==> src/rtl/eq_tap_pkg.sv <==
// Shared types, default widths and coefficient helpers for the equalizer tap generator.
package eq_tap_pkg;

  localparam int DEF_NUM_BANDS = 4;
  localparam int DEF_GAIN_W    = 2;
  localparam int DEF_NUM_TAPS  = 16;
  localparam int DEF_COEFF_W   = 16;
  localparam int BASE_W        = 32;

  typedef enum logic [1:0] {IDLE, ACCUM, OUT, DONE} state_t;

  // Clamp a wide signed value into the signed range of a w-bit word.
  function automatic logic signed [63:0] sat(input logic signed [63:0] v, input int w);
    logic signed [63:0] hi;
    logic signed [63:0] lo;
    hi = (64'sd1 <<< (w - 1)) - 64'sd1;
    lo = -hi - 64'sd1;
    if (v > hi) return hi;
    if (v < lo) return lo;
    return v;
  endfunction

  // Bring-up table: every band contributes tap+1; the production table drops in here.
  function automatic logic signed [BASE_W-1:0] base_coeff(input int band, input int tap);
    if (band < 0 || tap < 0) return '0;
    return tap + 1;
  endfunction

endpackage

==> src/rtl/eq_band_rom.sv <==
// Combinational (band, tap) -> base coefficient lookup; kept separate so it can become a BRAM.
module eq_band_rom
  import eq_tap_pkg::*;
#(
  parameter int NUM_BANDS = DEF_NUM_BANDS,
  parameter int NUM_TAPS  = DEF_NUM_TAPS,
  parameter int COEFF_W   = DEF_COEFF_W
) (
  input  logic [((NUM_BANDS > 1) ? $clog2(NUM_BANDS) : 1)-1:0] band,
  input  logic [((NUM_TAPS > 1) ? $clog2(NUM_TAPS) : 1)-1:0]   tap,
  output logic signed [COEFF_W-1:0]                             coeff
);

  assign coeff = COEFF_W'(base_coeff(int'(band), int'(tap)));

endmodule

==> src/rtl/eq_tap_generator.sv <==
// Computes each FIR tap as sum over bands of base_coeff * gain, saturates it and
// streams taps 0..NUM_TAPS-1 over a valid/ready handshake.
module eq_tap_generator
  import eq_tap_pkg::*;
#(
  parameter int NUM_BANDS    = DEF_NUM_BANDS,
  parameter int GAIN_W       = DEF_GAIN_W,
  parameter int NUM_TAPS     = DEF_NUM_TAPS,
  parameter int COEFF_W      = DEF_COEFF_W,
  parameter int AUTO_RESTART = 1
) (
  input  logic                          clk,
  input  logic                          reset,
  input  logic [NUM_BANDS*GAIN_W-1:0]   eqVal,
  input  logic                          start,
  input  logic                          tap_ready,
  output logic signed [COEFF_W-1:0]     tapcoeff,
  output logic [$clog2(NUM_TAPS)-1:0]   tapnum,
  output logic                          tap_valid,
  output logic                          busy,
  output logic                          done
);

  localparam int EQ_W   = NUM_BANDS * GAIN_W;
  localparam int BAND_W = (NUM_BANDS > 1) ? $clog2(NUM_BANDS) : 1;
  localparam int TAP_W  = $clog2(NUM_TAPS);
  localparam int ACC_W  = COEFF_W + GAIN_W + $clog2(NUM_BANDS) + 1;

  state_t                    state, state_nxt;
  logic [EQ_W-1:0]           gain_lat;
  logic [EQ_W-1:0]           shadow;
  logic signed [ACC_W-1:0]   acc;
  logic signed [ACC_W-1:0]   acc_nxt;
  logic signed [ACC_W-1:0]   prod;
  logic [TAP_W-1:0]          tap_cnt;
  logic [BAND_W-1:0]         band_cnt;
  logic [GAIN_W-1:0]         gain_b;
  logic signed [COEFF_W-1:0] base;
  logic                      trigger;
  logic                      last_band;
  logic                      last_tap;

  eq_band_rom #(
    .NUM_BANDS (NUM_BANDS),
    .NUM_TAPS  (NUM_TAPS),
    .COEFF_W   (COEFF_W)
  ) u_rom (
    .band  (band_cnt),
    .tap   (tap_cnt),
    .coeff (base)
  );

  // Gains are unsigned codes, so zero-extend before the signed multiply.
  assign gain_b    = gain_lat[band_cnt*GAIN_W +: GAIN_W];
  assign prod      = ACC_W'(base) * ACC_W'($signed({1'b0, gain_b}));
  assign acc_nxt   = acc + prod;
  assign last_band = (band_cnt == BAND_W'(NUM_BANDS - 1));
  assign last_tap  = (tap_cnt == TAP_W'(NUM_TAPS - 1));
  assign trigger   = start || ((AUTO_RESTART != 0) && (eqVal != shadow));

  always_ff @(posedge clk or posedge reset) begin
    if (reset) state <= IDLE;
    else       state <= state_nxt;
  end

  always_comb begin
    state_nxt = state;
    case (state)
      IDLE:    if (trigger) state_nxt = ACCUM;
      ACCUM:   if (last_band) state_nxt = OUT;
      OUT:     if (tap_ready) state_nxt = last_tap ? DONE : ACCUM;
      DONE:    state_nxt = IDLE;
      default: state_nxt = IDLE;
    endcase
  end

  always_comb begin
    tap_valid = 1'b0;
    busy      = 1'b0;
    done      = 1'b0;
    case (state)
      ACCUM:   busy = 1'b1;
      OUT:     begin busy = 1'b1; tap_valid = 1'b1; end
      DONE:    done = 1'b1;
      default: ;
    endcase
  end

  // Accumulate / output stage: the edge leaving ACCUM folds in the last band and registers the tap.
  always_ff @(posedge clk or posedge reset) begin
    if (reset) begin
      gain_lat <= '0;
      shadow   <= '0;
      acc      <= '0;
      tap_cnt  <= '0;
      band_cnt <= '0;
      tapcoeff <= '0;
      tapnum   <= '0;
    end else begin
      case (state)
        IDLE: begin
          if (trigger) begin
            gain_lat <= eqVal;
            shadow   <= eqVal;
            acc      <= '0;
            tap_cnt  <= '0;
            band_cnt <= '0;
          end
        end
        ACCUM: begin
          acc      <= acc_nxt;
          band_cnt <= band_cnt + 1'b1;
          if (last_band) begin
            tapcoeff <= COEFF_W'(sat(64'(acc_nxt), COEFF_W));
            tapnum   <= tap_cnt;
            band_cnt <= '0;
          end
        end
        OUT: begin
          if (tap_ready && !last_tap) begin
            tap_cnt  <= tap_cnt + 1'b1;
            acc      <= '0;
            band_cnt <= '0;
          end
        end
        default: ;
      endcase
    end
  end

endmodule

==> config.mk <==
export PLATFORM = sky130hd
export DESIGN_NAME = eq_tap_generator
export DESIGN_NICKNAME = d
export VERILOG_FILES = /design/src/rtl/eq_tap_pkg.sv /design/src/rtl/eq_band_rom.sv /design/src/rtl/eq_tap_generator.sv
export SDC_FILE = /design/constraint.sdc
export NUM_CORES = 1
export LEC_CHECK = 0
export CORE_ASPECT_RATIO = 1.25
export CORE_MARGIN = 5
export CORE_UTILIZATION = 25
export CTS_CLUSTER_SIZE = 24
export DETAILED_ROUTE_END_ITERATION = 7
export GPL_TIMING_DRIVEN = 0
export SLEW_MARGIN = 20
export SYNTH_ARGS = -nofsm -noshare
export SYNTH_HDL_FRONTEND = slang
export SYNTH_SLANG_ARGS = --single-unit
==> constraint.sdc <==
create_clock -name clk -period 5.55 [get_ports clk]
set_input_delay 1.11 -clock clk [delete_from_list [all_inputs] [get_ports clk]]
set_output_delay 1.11 -clock clk [all_outputs]
set_load 0.03 [all_outputs]
* Yosys cells after proc, flatten, opt, wreduce, memory -nomap -nowiden
Index checks and enable logic that the tools add are counted.
Cells by class: $add $sub $neg 4, $mul 1, order comparisons 2, equality and inequality tests 10, shift-type cells 1, multiplexer cells 29, reductions and logical operators 12
Operator list (number):
- 16-bit two-way mux | 4
- 21-bit case mux with 3 select lines | 1
- 21-bit two-way mux | 2
- 21-bit by 8-bit adder with 21-bit output | 1
- 21-bit by 16-bit greater-than comparator with 1-bit output (second input constant) | 1
- 21-bit by 16-bit < comparator with 1-bit output (second input constant) | 1
- 2-bit two-way mux | 7
- 1-bit two-way mux | 10
- 3-bit AND reduction | 3
- 4-bit two-way mux | 2
- 2-bit inequality test (second input constant) | 4
- 8-bit inequality test | 1
- 2-bit case mux with 4 select lines | 1
- 4-bit case mux with 2 select lines | 1
- 8-bit by 4-bit indexed part select with 2-bit output | 1
- 5-bit by 2-bit multiplier with 7-bit output | 1
- 2-bit == test (second input constant) | 3
- 2-bit case mux with 3 select lines | 1
- 4-bit by 1-bit adder with 5-bit output (second input constant) | 1
- 4-bit by 1-bit adder with 4-bit output (second input constant) | 1
- 4-bit == test (second input constant) | 1
- 2-bit AND reduction | 2
- 3-bit nonzero test | 1
- 2-bit by 1-bit adder with 2-bit output (second input constant) | 1
- 7 further kinds | 7
Word-level totals: register bits after elaboration 57, bits of input ports 12, output and inout bits 23, word-level logic and storage cells 66

* Longest topological paths before layout
depth in word-level cells 12, depth in mapped cells 20, depth with buffers taken out 18

* Cells and area by module
A second synthesis with hierarchy kept.
Unflattened totals: cell total of the unflattened synthesis 552, area, all modules 4804.6 um2
By module, submodules not included:
- eq_tap_generator | instances 1, cells each 534, area an instance 4672.0 um2, sequential area each 1426.4 um2
- eq_band_rom | instances 1, cells each 18, area an instance 132.6 um2, sequential area each 0.0 um2

* Least setup slack after synthesis
OpenSTA, ideal clock, no wires.
path kind flip-flop to flip-flop, start point register band_cnt[0], end point register tapcoeff[0], setup time 141 ps, arrival 3893 ps, data required time 5409 ps, slack 1516 ps, stages on the path, launching flop included 16, path buffers 0, period minus slack after synthesis 4034 ps, path through dfrtp_1 > mux4_2 > nor2b_1 > ha_1 > fa_1 > a21o_1 > a21oi_1 > xor2_1 > ha_1 > o211ai_1 > a21o_1 > a211o_1 > nor4_1 > o21ai_2 > a21oi_2 > o22ai_1
On the way: word-level cells in the longest chain between the ends 10, elaborated cells between the ends (all ways) 17, those cells by class add/sub: 1; mul: 1; order compare: 2; eq/ne: 1; shift: 1; mux: 10; reduce/logical: 1
Ends and longest elaborated chain:
- from (decl) | RTL line eq_tap_generator.sv:36 | logic [BAND_W-1:0] band_cnt;
- from (signal assigned) | RTL line eq_tap_generator.sv:112 | band_cnt <= band_cnt + 1'b1;
- 8-bit by 4-bit indexed part select with 2-bit output | RTL line eq_tap_generator.sv:54 | assign gain_b = gain_lat[band_cnt*GAIN_W +: GAIN_W];
- 5-bit by 2-bit multiplier with 7-bit output | RTL line eq_tap_generator.sv:55 | assign prod = ACC_W'(base) * ACC_W'($signed({1'b0, gain_b}));
- 21-bit by 8-bit adder with 21-bit output | RTL line eq_tap_generator.sv:56 | assign acc_nxt = acc + prod;
- 21-bit by 16-bit < comparator with 1-bit output | RTL line eq_tap_pkg.sv:19 | if (v < lo) return lo;
- 1-bit two-way mux (2 in a row) | RTL line eq_tap_pkg.sv:19
- 1-bit two-way mux | RTL line eq_tap_generator.sv:113 | if (last_band) begin
- 1-bit two-way mux | RTL line eq_tap_generator.sv:100 | case (state)
- 16-bit two-way mux | RTL line eq_tap_pkg.sv:20 | return v;
- 16-bit two-way mux | RTL line eq_tap_pkg.sv:19
- to (signal assigned) | RTL line eq_tap_generator.sv:114 | tapcoeff <= COEFF_W'(sat(64'(acc_nxt), COEFF_W));
- to (decl) | RTL line eq_tap_generator.sv:17 | output logic signed [COEFF_W-1:0] tapcoeff,
Several ways; a longest one is shown, not always the timed one. The select of a mux whose other input is x is not followed. A chain may end at the register's enable or synchronous reset.

* Final worst setup path
Ends and elaborated chain as after synthesis.

==> impl_metrics.json <==
{
  "synthMuxAreaShare_pct": 4.09,
  "clk_latency_ns": 0.33,
  "post_drt_wl_per_cell_um": 15.6,
  "drive_gt1_share_pct": 10.1,
  "min_path_cells": 2,
  "yosysMostFrequentCell": "dfrtp_1",
  "yosys_warnings": 0,
  "cts_resized": 0,
  "worst_setup_path_start_kind": "flop",
  "hold_viol": 0,
  "rows": 48,
  "postCtsHoldBufs": 0,
  "grt_pass1_vias": 3165,
  "fin_worst_skew_ns": 0.00626,
  "synth-compound-area-share_pct": 17.5,
  "grt_use_total_pct": 12.2,
  "drc": 0,
  "grt_pass1_wl_um": 15800,
  "post-route-period-util_pct": 85.3,
  "cellPowerDensity_nw_per_um2": 464,
  "rsz0062_at_grt": "false",
  "ant_nets": 0,
  "run_status": "finished clean",
  "clk_pin_slew_ns": 0.05,
  "crit_cells": 15,
  "whs_ns": 0.473,
  "syn-cell-area_um2": 3550,
  "ys_async_sr_fraction_pct": 100,
  "synth_fa_ha_area_share_pct": 7.83,
  "cpMaxStageDelayCell": "mux4_2",
  "reg2reg_depth": 15,
  "synthesis.nets": 418,
  "cts_sinks": 57,
  "cts_max_level": 3,
  "drv_cap": 0,
  "netlist.area_leader.share_pct": 40.2,
  "dpl.hpwl_um": 6940,
  "period_needed_ns": 4.73,
  "synthFlopType": "dfrtp_1",
  "diodes": 0,
  "firstDrtPassIters": 5,
  "cts_buffers": 9,
  "design_area_um2": 4420,
  "reg2reg_slack_ns": 0.82,
  "p_leak_nw": 1.99,
  "synth_largest_area_cell": "dfrtp_1",
  "cpPeakStageDelay_ns": 0.59,
  "cts_tree": "yes",
  "grt_overflow": 0,
  "routabilityCongestion": 0.921,
  "crit_fanout": 9,
  "portBuffers": 34,
  "cp_top_family": "compound AO/OA/AOI/OAI gates",
  "fp.dieW_um": 117,
  "cts_setup_buffers": 0,
  "crit_required_ns": 5.73,
  "path_buf_inv": 0,
  "ys_seq_area_share_pct": 40.2,
  "arrival_ns": 4.91,
  "max_freq_mhz": 211,
  "synth_edf_count": 0,
  "synth-simple-area-share_pct": 20.0,
  "clk_path_buf_depth": 2,
  "synth-seq-cells": 57,
  "finalSetupViolCount": 0,
  "grt_max_degree": 41,
  "avgSynthCellArea_um2": 9.21,
  "hold_path_class": "flop to flop",
  "synth.distinct_cells": 57,
  "synth_area_leaders": "dfrtp_1, ha_1, nand2_1, xnor2_1, o21ai_0",
  "utilization_pct": 31.9,
  "placed_area_um2": 4130,
  "finalWirelength_um": 9520,
  "grt_antenna_before_repair": 0,
  "end_kind": "flop",
  "synthTopCellsByCount": "dfrtp_1, nand2_1, nor2_1, o21ai_0, nand3_1",
  "drt_iter0_drc": 123,
  "slew_headroom_pct": 53.2,
  "tightest_slew_ns": 0.699,
  "syn_to_final_growth_pct": 24.6,
  "vias_per_cell": 4.96,
  "syn_inst": 385,
  "coreArea_um2": 13900,
  "critPathKind": "flop to flop",
  "cts_root_buf": "clkbuf_16",
  "setup_tns_ns": 0,
  "synth_top_family_by_area": "simple AND/OR/NAND/NOR gates",
  "drv_slew": 0,
  "io_pins": 35,
  "crit_chain": "mux4_2 -> nor2b_1 -> ha_1 -> fa_1 -> a21o_1 -> a21oi_1 -> xor2_1 -> ha_1 -> o211ai_1 -> a21o_1 -> a211o_1 -> nor4_1 -> o21ai_2 -> a21oi_2 -> o22ai_1",
  "irDropWorstVdd_v": 0.000275,
  "dieArea_um2": 16700,
  "chipHeight_um": 143,
  "final_nets": 464,
  "initial_utilization_pct": 25.6,
  "vias": 3030,
  "synth_xor_area_share_pct": 6.91
}
-- placed cells by master, fill, tap and decap left out, types with 3 or more instances in the layout --
master           count
ha_1                19
and2_1               8
o22ai_1             15
mux2_2               8
nand3_1             21
o21ai_0             23
a21o_1               8
a21oi_1             14
o31ai_1              7
clkbuf_16            9
buf_2                3
nor3_1               4
nor2b_1              6
inv_1                9
clkdlybuf4s50_1     34
nor2_1              27
a211oi_1             3
nand2b_1             8
xor2_1              13
clkbuf_1            13
nand2_1             55
xnor2_1             15
or2_2                4
dfrtp_1             57
-- state kept, by name, indices dropped and copies added (netlist names) --
register and flops:
acc 21, tapcoeff 16, shadow 8, tap_cnt 4
tapnum 4, band_cnt 2, state 2
-- path summary, 6_finish.rpt --
| path | from | endpoint |
|---|---|---|
| max | band_cnt[0]$_DFFE_PP0P_ | tapcoeff[0]$_DFFE_PP0P_ |
| min | acc[0]$_DFFE_PP0P_ | acc[0]$_DFFE_PP0P_ |
| max reg2reg | band_cnt[0]$_DFFE_PP0P_ | tapcoeff[0]$_DFFE_PP0P_ |
| min reg2reg | acc[0]$_DFFE_PP0P_ | acc[0]$_DFFE_PP0P_ |
| max in group asynchronous | reset | acc[20]$_DFFE_PP0P_ |
| min in group asynchronous | reset | tap_cnt[0]$_DFFE_PP0P_ |
-- worst register-to-register path: stages (launching register included) --
cell and delay [ns]:
dfrtp_1 0.45, mux4_2 0.59, nor2b_1 0.16, ha_1 0.23, fa_1 0.41, a21o_1 0.17
a21oi_1 0.16, xor2_1 0.27, ha_1 0.19, o211ai_1 0.10, a21o_1 0.21, a211o_1 0.38
nor4_1 0.44, o21ai_2 0.13, a21oi_2 0.50, o22ai_1 0.17
-- report_power, final --
part	switching [mW]	internal [mW]
Sequential	0.0893	0.512
Combinational	0.521	0.381
Clock	0.189	0.358
Total	0.799	1.25
-- through the flow --
step	cells	setup WS, ns	total power, mW
after floorplan	385	1.52	1.22
after global placement	594	0.956	1.49
after detailed placement	595	0.784	1.51
after CTS	611	0.796	2.07
after global routing	611	0.562	2.20
final	611	0.815	2.05
-- final cells by class --
type	instances	area [um2]
Clock inverter	3	40.0
Tap cell	175	219
Clock buffer	13	250
Sequential cell	57	1430
Multi-Input combinational cell	301	2000
Buffer	17	83.8
Timing Repair Buffer	35	360
Fill cell	1427	9450
Inverter	10	40.0
-- logic make-up (layout without fill, tap and decap cells) --
kind of cell / count (synthesis) / in the layout
compound gates: 93 / 93
xor+xnor: 28 / 28
fa+ha+maj: 21 / 21
buf+inv: 27 / 78
flops: 57 / 57
mux: 11 / 11
simple gates: 148 / 148
-- routing by layer --
layer  wire length, um  track usage [%]  share of wire [%]
met2              4710             20.0                 50
met3               540             2.67                5.7
met4               241             6.52                2.5
met5                 0                0                  0
met1              4030             14.8                 42
Power figures use the tool's default switching activity.
==> RTL change: new RTL, config.mk and constraints unchanged <==
`DEF_COEFF_W`: 16 -> 14.
--- a/src/rtl/eq_tap_pkg.sv
+++ b/src/rtl/eq_tap_pkg.sv
@@ -5,5 +5,5 @@
   localparam int DEF_GAIN_W    = 2;
   localparam int DEF_NUM_TAPS  = 16;
-  localparam int DEF_COEFF_W   = 16;
+  localparam int DEF_COEFF_W   = 14;
   localparam int BASE_W        = 32;
 
Ports: changed (resized tapcoeff); port bits go from 35 to 33. The function was not compared with the original's and may differ.
==> RTL change against the original RTL <==
Worst setup slack gained 130 ps. Routed wire length shrank 22%. Cell area shrank 10%. Utilization decreased by 0.78 points. Combinational power fell by 15%. Area after synthesis fell by 8.0%. Power fell by 19%. Sequential cell count down 4. Critical endpoint is now tapcoeff[2]. Largest cell class unchanged. Highest routed layer unchanged.
==> RTL change: results (changes against the original RTL) <==
<table>
<tr><th>Metric</th><th>Value</th></tr>
<tr><th colspan="2">Synthesis</th></tr>
<tr><td>Synth top cells by count</td><td>sky130_fd_sc_hd__dfrtp_1 (53), sky130_fd_sc_hd__nand2_1 (41), sky130_fd_sc_hd__ha_1 (18), sky130_fd_sc_hd__nand3_1 (17), sky130_fd_sc_hd__xor2_1 (15)</td></tr>
<tr><td>Dominant cells by area after synthesis</td><td>sky130_fd_sc_hd__dfrtp_1 (41%), sky130_fd_sc_hd__ha_1 (6.9%), sky130_fd_sc_hd__nand2_1 (4.7%)</td></tr>
<tr><td>Nets in the synthesized netlist</td><td>348 (-17%)</td></tr>
<tr><td>Synth unique cells</td><td>56 (-1.8%)</td></tr>
<tr><th colspan="2">Power</th></tr>
<tr><td>Static Leakage</td><td>0.00184 uW (-7.3%)</td></tr>
<tr><td>IR Drop Worst-Case VDD</td><td>0.000258 V (-6.3%)</td></tr>
<tr><th colspan="2">CTS</th></tr>
<tr><td>Worst-Skew Late Latency</td><td>290 ps (-40 ps)</td></tr>
<tr><td>Clock tree sinks</td><td>53 (-7.0%)</td></tr>
<tr><td>Clk pin slew, worst setup/hold paths</td><td>70 ps (+20 ps)</td></tr>
<tr><th colspan="2">STA</th></tr>
<tr><td>Final worst clock skew</td><td>6.36 ps (+0.107 ps)</td></tr>
<tr><td>Transition time at the pin with the least slew margin</td><td>674 ps (-25.2 ps)</td></tr>
<tr><th colspan="2">Placement</th></tr>
<tr><td>Worst slack at placement</td><td>948 ps (+164 ps)</td></tr>
<tr><td>Port-buffer cells</td><td>32 (-5.9%)</td></tr>
<tr><td>Final GP Congestion</td><td>0.862 (-6.4%)</td></tr>
<tr><td>Post-placement cell area</td><td>3800 sq um (-8.0%)</td></tr>
<tr><td>Count of placed standard cells including taps</td><td>516 (-13%)</td></tr>
<tr><th colspan="2">Layout</th></tr>
<tr><td>Number of flip-flops under the largest register name</td><td>19 (-9.5%)</td></tr>
<tr><td>Number of nets in the layout</td><td>387 (-17%)</td></tr>
<tr><td>Filler cell count in the final layout</td><td>1356 (-5.0%)</td></tr>
<tr><td>Largest registers</td><td>acc: 19 flops, tapcoeff: 14 flops, shadow: 8 flops</td></tr>
<tr><th colspan="2">Route</th></tr>
<tr><td>Drt wl/cell</td><td>14.2 um (-8.9%)</td></tr>
<tr><td>Number of iterations in the first detailed-routing pass</td><td>4 (-1)</td></tr>
<tr><td>Number of vias after detailed routing</td><td>2462 (-19%)</td></tr>
<tr><td>Initial DRC Count</td><td>96 (-22%)</td></tr>
<tr><th colspan="2">Run status</th></tr>
<tr><td>Run status</td><td>finished clean</td></tr>
<tr><th colspan="2">Setup path</th></tr>
<tr><td>Largest fanout of any net on the critical path</td><td>10 (+1)</td></tr>
<tr><th colspan="2">Global routing</th></tr>
<tr><td>Pin count of the biggest net entering global routing</td><td>54 (+32%)</td></tr>
</table>
## RTL change: changes by cell type after synthesis, sizes merged, moves of 5 or more
| cell | before | now |
|---|---|---|
| a221o | 0 | 13 |
| mux2 | 8 | 13 |
| nand2 | 56 | 41 |
| nand4 | 1 | 7 |
| nor2 | 27 | 8 |
| o21ai | 25 | 10 |
| o22ai | 15 | 0 |
| xnor2 | 15 | 10 |
## RTL change: report_power, final
part | internal, uW | leakage, uW | switching [uW]
Combinational | 325 | 0.00104 | 442
Sequential | 464 | 0.000714 | 72.5
Clock | 226 | 0.0000841 | 138
## RTL change: layout make-up
type | count | area, sq um | area share, %
multi-input cells | 242 | 1840 | 46.2
flip-flops and latches | 53 | 1330 | 33.4
repair buffers | 32 | 320 | 8.07
well taps | 168 | 210 | 5.29
clock buffers | 7 | 143 | 3.59
plain buffers | 15 | 80.1 | 2.02
clock inverters | 1 | 30.0 | 0.756
inverters | 6 | 25.0 | 0.630
## RTL change: worst paths after layout
kind	to	slack (ps)	cells after the start
worst max-delay path	tapcoeff[2]	950	16
max in group asynchronous	acc[16]	3820	2
min in group asynchronous	tapnum[0]	1250	2
worst min-delay path	acc[6]	490	2
worst max register to register	tapcoeff[2]	950	16
worst min register to register	acc[6]	490	2
## RTL change: logic make-up after synthesis
logic type	Yosys count	share of synthesized area, %
xor+xnor	26	7.21
mux	15	5.86
flops	53	40.6
compound gates	76	18.4
fa+ha+maj	20	8.13
simple gates	105	16.6
buf+inv	21	3.14
## RTL change: metal layers
| layer | up-vias | global-route usage, % | wire [um] |
|---|---|---|---|
| li1 | 1238 | - | - |
| met1 | 1185 | 12.1 | 3440 |
| met2 | 31 | 18.2 | 3710 |
| met3 | 8 | 1.89 | 155 |
| met4 | 0 | 3.74 | 130 |
| met5 | - | 0 | 0 |
